==> src/rtl/uart_pkg.sv <==
// Shared types for the UART transmit path: character width, feeder FSM states
// and the idle value driven on the UART_TX data input.
package uart_pkg;

  localparam int DATA_W_DEF = 8;

  localparam logic [DATA_W_DEF-1:0] TX_D_RST = '0;

  typedef enum logic [1:0] {
    IDLE,
    LOAD,
    START,
    WAIT
  } tx_feed_state_t;

endpackage

==> src/rtl/sync_fifo.sv <==
// Circular byte buffer with a separately tracked occupancy count; 1-cycle write latency.
// Back-pressure via registered full (no write-through when full); sticky overflow on rejected writes.
module sync_fifo #(
  parameter int DATA_W = 8,
  parameter int DEPTH  = 16,
  parameter int CNT_W  = $clog2(DEPTH) + 1
) (
  input  logic              clk,
  input  logic              reset,
  input  logic              wr_en,
  input  logic [DATA_W-1:0] wr_data,
  input  logic              rd_en,
  input  logic              flush,
  output logic [DATA_W-1:0] rd_data,
  output logic              full,
  output logic              empty,
  output logic [CNT_W-1:0]  count,
  output logic              overflow
);

  localparam int PTR_W = $clog2(DEPTH);

  logic [DATA_W-1:0] mem [DEPTH];
  logic [PTR_W-1:0]  wr_ptr;
  logic [PTR_W-1:0]  rd_ptr;
  logic              push;
  logic              pop;

  // flush takes priority over both ports so a flushed cycle never moves data
  assign push = wr_en && !full && !flush;
  assign pop  = rd_en && !empty && !flush;

  assign full    = (count == CNT_W'(DEPTH));
  assign empty   = (count == '0);
  assign rd_data = mem[rd_ptr];

  always_ff @(posedge clk) begin
    if (push) begin
      mem[wr_ptr] <= wr_data;
    end
  end

  always_ff @(posedge clk) begin
    if (reset) begin
      wr_ptr   <= '0;
      rd_ptr   <= '0;
      count    <= '0;
      overflow <= 1'b0;
    end else begin
      if (wr_en && full && !flush) begin
        overflow <= 1'b1;
      end
      if (flush) begin
        rd_ptr <= wr_ptr;
        count  <= '0;
      end else begin
        if (push) begin
          wr_ptr <= wr_ptr + PTR_W'(1);
        end
        if (pop) begin
          rd_ptr <= rd_ptr + PTR_W'(1);
        end
        case ({push, pop})
          2'b10:   count <= count + CNT_W'(1);
          2'b01:   count <= count - CNT_W'(1);
          default: count <= count;
        endcase
      end
    end
  end

endmodule

==> src/rtl/uart_tx_feeder.sv <==
// Buffers host bytes and hands them to UART_TX one at a time; write-to-tx_start is 3 cycles when idle.
// Host back-pressure is the full flag; the next byte is issued only after tx_done.
module uart_tx_feeder
  import uart_pkg::*;
#(
  parameter int DATA_W = DATA_W_DEF,
  parameter int DEPTH  = 16,
  parameter int CNT_W  = $clog2(DEPTH) + 1
) (
  input  logic              clk,
  input  logic              reset,
  input  logic              wr_en,
  input  logic [DATA_W-1:0] wr_data,
  input  logic              flush,
  output logic              full,
  output logic              empty,
  output logic [CNT_W-1:0]  count,
  output logic              overflow,
  output logic              tx_start,
  output logic [DATA_W-1:0] tx_d,
  input  logic              tx_done,
  output logic              busy
);

  tx_feed_state_t    state;
  logic [DATA_W-1:0] fifo_rd_data;
  logic              pop;

  assign pop = (state == LOAD);

  sync_fifo #(
    .DATA_W (DATA_W),
    .DEPTH  (DEPTH),
    .CNT_W  (CNT_W)
  ) u_fifo (
    .clk      (clk),
    .reset    (reset),
    .wr_en    (wr_en),
    .wr_data  (wr_data),
    .rd_en    (pop),
    .flush    (flush),
    .rd_data  (fifo_rd_data),
    .full     (full),
    .empty    (empty),
    .count    (count),
    .overflow (overflow)
  );

  always_ff @(posedge clk) begin
    if (reset) begin
      state    <= IDLE;
      tx_start <= 1'b0;
      tx_d     <= DATA_W'(TX_D_RST);
      busy     <= 1'b0;
    end else begin
      tx_start <= 1'b0;
      case (state)
        // a flush in this cycle empties the queue, so do not commit to a byte
        IDLE: begin
          if (!empty && !flush) begin
            state <= LOAD;
            busy  <= 1'b1;
          end
        end
        LOAD: begin
          tx_d     <= fifo_rd_data;
          tx_start <= 1'b1;
          state    <= START;
        end
        START: begin
          state <= WAIT;
        end
        WAIT: begin
          if (tx_done) begin
            state <= IDLE;
            busy  <= 1'b0;
          end
        end
        default: begin
          state <= IDLE;
          busy  <= 1'b0;
        end
      endcase
    end
  end

endmodule

==> config.mk <==
export PLATFORM = sky130hd
export DESIGN_NAME = uart_tx_feeder
export DESIGN_NICKNAME = d
export VERILOG_FILES = /design/src/rtl/uart_pkg.sv /design/src/rtl/sync_fifo.sv /design/src/rtl/uart_tx_feeder.sv
export SDC_FILE = /design/constraint.sdc
export NUM_CORES = 1
export LEC_CHECK = 0
export ABC_AREA = 0
export BUFFER_PORTS_ARGS = -buffer_cell sky130_fd_sc_hd__clkbuf_2
export CAP_MARGIN = 5
export CORE_MARGIN = 3
export CORE_UTILIZATION = 47
export CTS_BUF_LIST = sky130_fd_sc_hd__clkbuf_4 sky130_fd_sc_hd__clkbuf_8
export CTS_CLUSTER_SIZE = 28
export DETAILED_ROUTE_END_ITERATION = 16
export PLACE_DENSITY = 0.69
export SYNTH_ARGS = -nofsm -noshare
export SYNTH_HDL_FRONTEND = slang
export SYNTH_SLANG_ARGS = --single-unit
==> constraint.sdc <==
create_clock -name clk -period 3.7 [get_ports clk]
set_clock_uncertainty 0.1 [all_clocks]
set_input_delay 0 -clock clk [delete_from_list [all_inputs] [get_ports clk]]
set_output_delay 0 -clock clk [all_outputs]
set_load 0.01 [all_outputs]
==> qor.txt <==
core area: 0.0133 mm2
count of input and output buffers: 30
Clock Sinks: 154
Die X: 123 um
Vias/cell: 5.58
VDD IR max: 0.000232 V
setup violators final: 0
setup ws final: 732 ps
cell family contributing the most delay on the critical path: simple AND/OR/NAND/NOR gates
top cells by count, synth: edfxtp_1 (128), nor2_1 (28), dfxtp_1 (26)
detailed placement HPWL: 8.20 mm
Vias: 3584
Ant. Diodes: 0
Syn Std Cell Area: 0.00644 mm2
synthesized net count: 436
CP bufs+invs: 1
Area Overhead vs Synth: 13.4%
share of the yosys chip area belonging to registers: 67.8%
largest net degree at the start of global routing: 41
Register Area: 0.00437 mm2
Setup CP Type: reg -> reg
H-tree depth: 4
status: complete, no violations
layout cells sized above 1: 24.9%
RSZ-0062 raised after global routing: no
Hold-fix buffers, CTS: 13
FF+latch count, synth: 154
fmax: 337 MHz
multi-input combinational cell area: 0.00192 mm2
clock slew at the register clock pins of the worst setup and hold paths: 80 ps
Worst EP required: 3970 ps
Netlist cell types: 47
pre-CTS setup slack: 725 ps
Post-synth EDFFs: 128
Initial Util: 48.4%
Initial DRT Pass Iterations: 5
Mean Syn Cell Area: 15.7 um2
Tot GR Track Use: 17.5%
R2R Setup Slk: 730 ps
LEAKAGE: 2.40 nW
MaxCap Viol Count: 0
DRC violations left: 0
final hold violation count: 0
top area cells in the synthesized netlist: edfxtp_1 (60%), dfxtp_1 (8.1%), mux4_2 (5.6%)
Top FF cell, synth: edfxtp_1
CTS tree: done
Post-CTS Setup Bufs: 0
Die Area: 0.0151 mm2
Die Y: 123 um
final WL: 12.3 mm
Worst Path Max Fanout: 10
Critical Path Source Type: flop
first-pass GRT wire length: 19.5 mm
Tcrit/Tclk final: 80.2%
most used cell, CP: a21oi_1
GPL Wtd Cong: 0.847
Ports: 31
TritonCTS buffer count: 17
CTS resizes: 0
Reg-to-Reg End: u_fifo.count[2]$_SDFFE_PP0P_
Routed Antenna Nets: 0
Clock Tree Buf Depth: 2
Async S/R FF share, synth: 0%
total negative slack: 0 ps
share of the synthesized area in the top cell type: 59.7%
HP Class: reg -> reg
Synth area leader: edfxtp_1
power density over the cells: 496 mW/mm2
crit end category: flop
DP Area: 0.00674 mm2
Routed WL per cell: 19.2 um
initial antenna violation count: 0
reg2reg start: u_fifo.count[1]$_SDFFE_PP0P_
fin. max-slew vios: 0
worst path arrival time: 3240 ps
clock root buffer: clkbuf_8
# rows: 42
Slowest-stage cell, CP: nor4_1
design area: 0.00730 mm2
DRT iter0 DRCs: 244
Worst Setup SP: u_fifo.count[1]$_SDFFE_PP0P_
clk_lat worst skew: 440 ps
most common cell in the netlist: edfxtp_1
fin crit period: 2970 ps
total grt overflow: 0
vias in the first global route: 3703
Levels on crit path: 10
Syn. warnings: 0
Least-Margin Pin Slew: 951 ps
Rel. slew slack: 36.6%
r2r worst-path depth: 10
nets: 480
Cells after Synth: 409
final core occ: 54.9%
Fill cells: 1053
critical path cell sequence: nor4_1 > a21oi_1 > inv_1 > ha_1 > xor2_1 > ha_1 > a21oi_1 > xor2_1 > or3_1 > a21oi_1
CP Capture Point: u_fifo.count[2]$_SDFFE_PP0P_
Largest stage delay, worst path: 490 ps
-- worst min-delay path, stage by stage, from the launching register on --
cell,delay (ps)
dfxtp_1,330
a21oi_1,40
nor2_1,70
-- placed cells by master (no fill, tap or decap), types with 10 or more instances in the layout --
cell type	netlist	routed
mux4_2	16	16
mux2_2	24	24
mux2i_1	13	13
a21oi_1	12	12
nor2b_1	13	13
nand2_1	10	10
inv_1	11	11
dlygate4sd3_1	0	13
nor2_1	28	28
edfxtp_1	128	128
dfxtp_1	26	25
clkbuf_2	0	30
clkbuf_8	0	17
ha_1	14	14
-- state kept, by name, summed over array words and instances, names as in the netlist --
register         cells
state                2
u_fifo.wr_ptr        4
u_fifo.overflow      1
tx_start             1
busy                 1
u_fifo.rd_ptr        4
tx_d                 8
u_fifo.mem         128
u_fifo.count         5
-- final cells by class --
cell class	instances	area share, %
inverters	11	0.566
well taps	176	3.02
clock inverters	13	2.44
repair buffers	49	4.46
multi-input cells	220	26.3
clock buffers	19	3.41
flip-flops and latches	154	59.8
-- metal layers --
metal  wire (um)  track usage, %
met1        5230            21.4
met2        6280            29.1
met3         588            5.17
met4         212            7.40
met5           0               0
-- report_power, final --
group          internal, mW  switching, mW  total (mW)
clock                 0.744          0.593        1.34
sequential             1.92         0.0474        1.97
combinational         0.142          0.174       0.317
-- cells by family (layout without fill, tap and decap cells) --
kind of cell,Yosys count,after routing,synth area share [%]
compound gates,63,63,7.64
simple gates,82,82,6.44
fa+ha+maj,14,14,2.72
flops,154,154,67.8
xor+xnor,8,8,1.09
mux,53,53,11.8
buf+inv,35,92,2.49
-- how the worst min path moves through the flow --
stage                                         end                         start  cells after the start  slack [ps]
CTS                 u_fifo.rd_ptr[1]$_SDFFE_PP0P_                         reset                      3         370
global placement    u_fifo.rd_ptr[3]$_SDFFE_PP0P_                         flush                      2         280
floorplan              u_fifo.mem[0][0]$_DFFE_PP_                    wr_data[0]                      0          -1
global route                 tx_d[7]$_SDFFE_PP0N_          tx_d[7]$_SDFFE_PP0N_                      1         400
finish               u_fifo.overflow$_SDFFE_PP0P_  u_fifo.overflow$_SDFFE_PP0P_                      2         380
detailed placement  u_fifo.rd_ptr[3]$_SDFFE_PP0P_                         flush                      2         270
-- through the flow --
step | hold WS, ps | total power, mW | cells
after global placement | 277 | 2.30 | 597
after CTS | 374 | 3.66 | 642
after floorplan | -1.13 | 2.20 | 409
after global routing | 404 | 3.76 | 642
final | 381 | 3.62 | 642
after detailed placement | 274 | 2.32 | 597
Power figures use the tool's default switching activity.
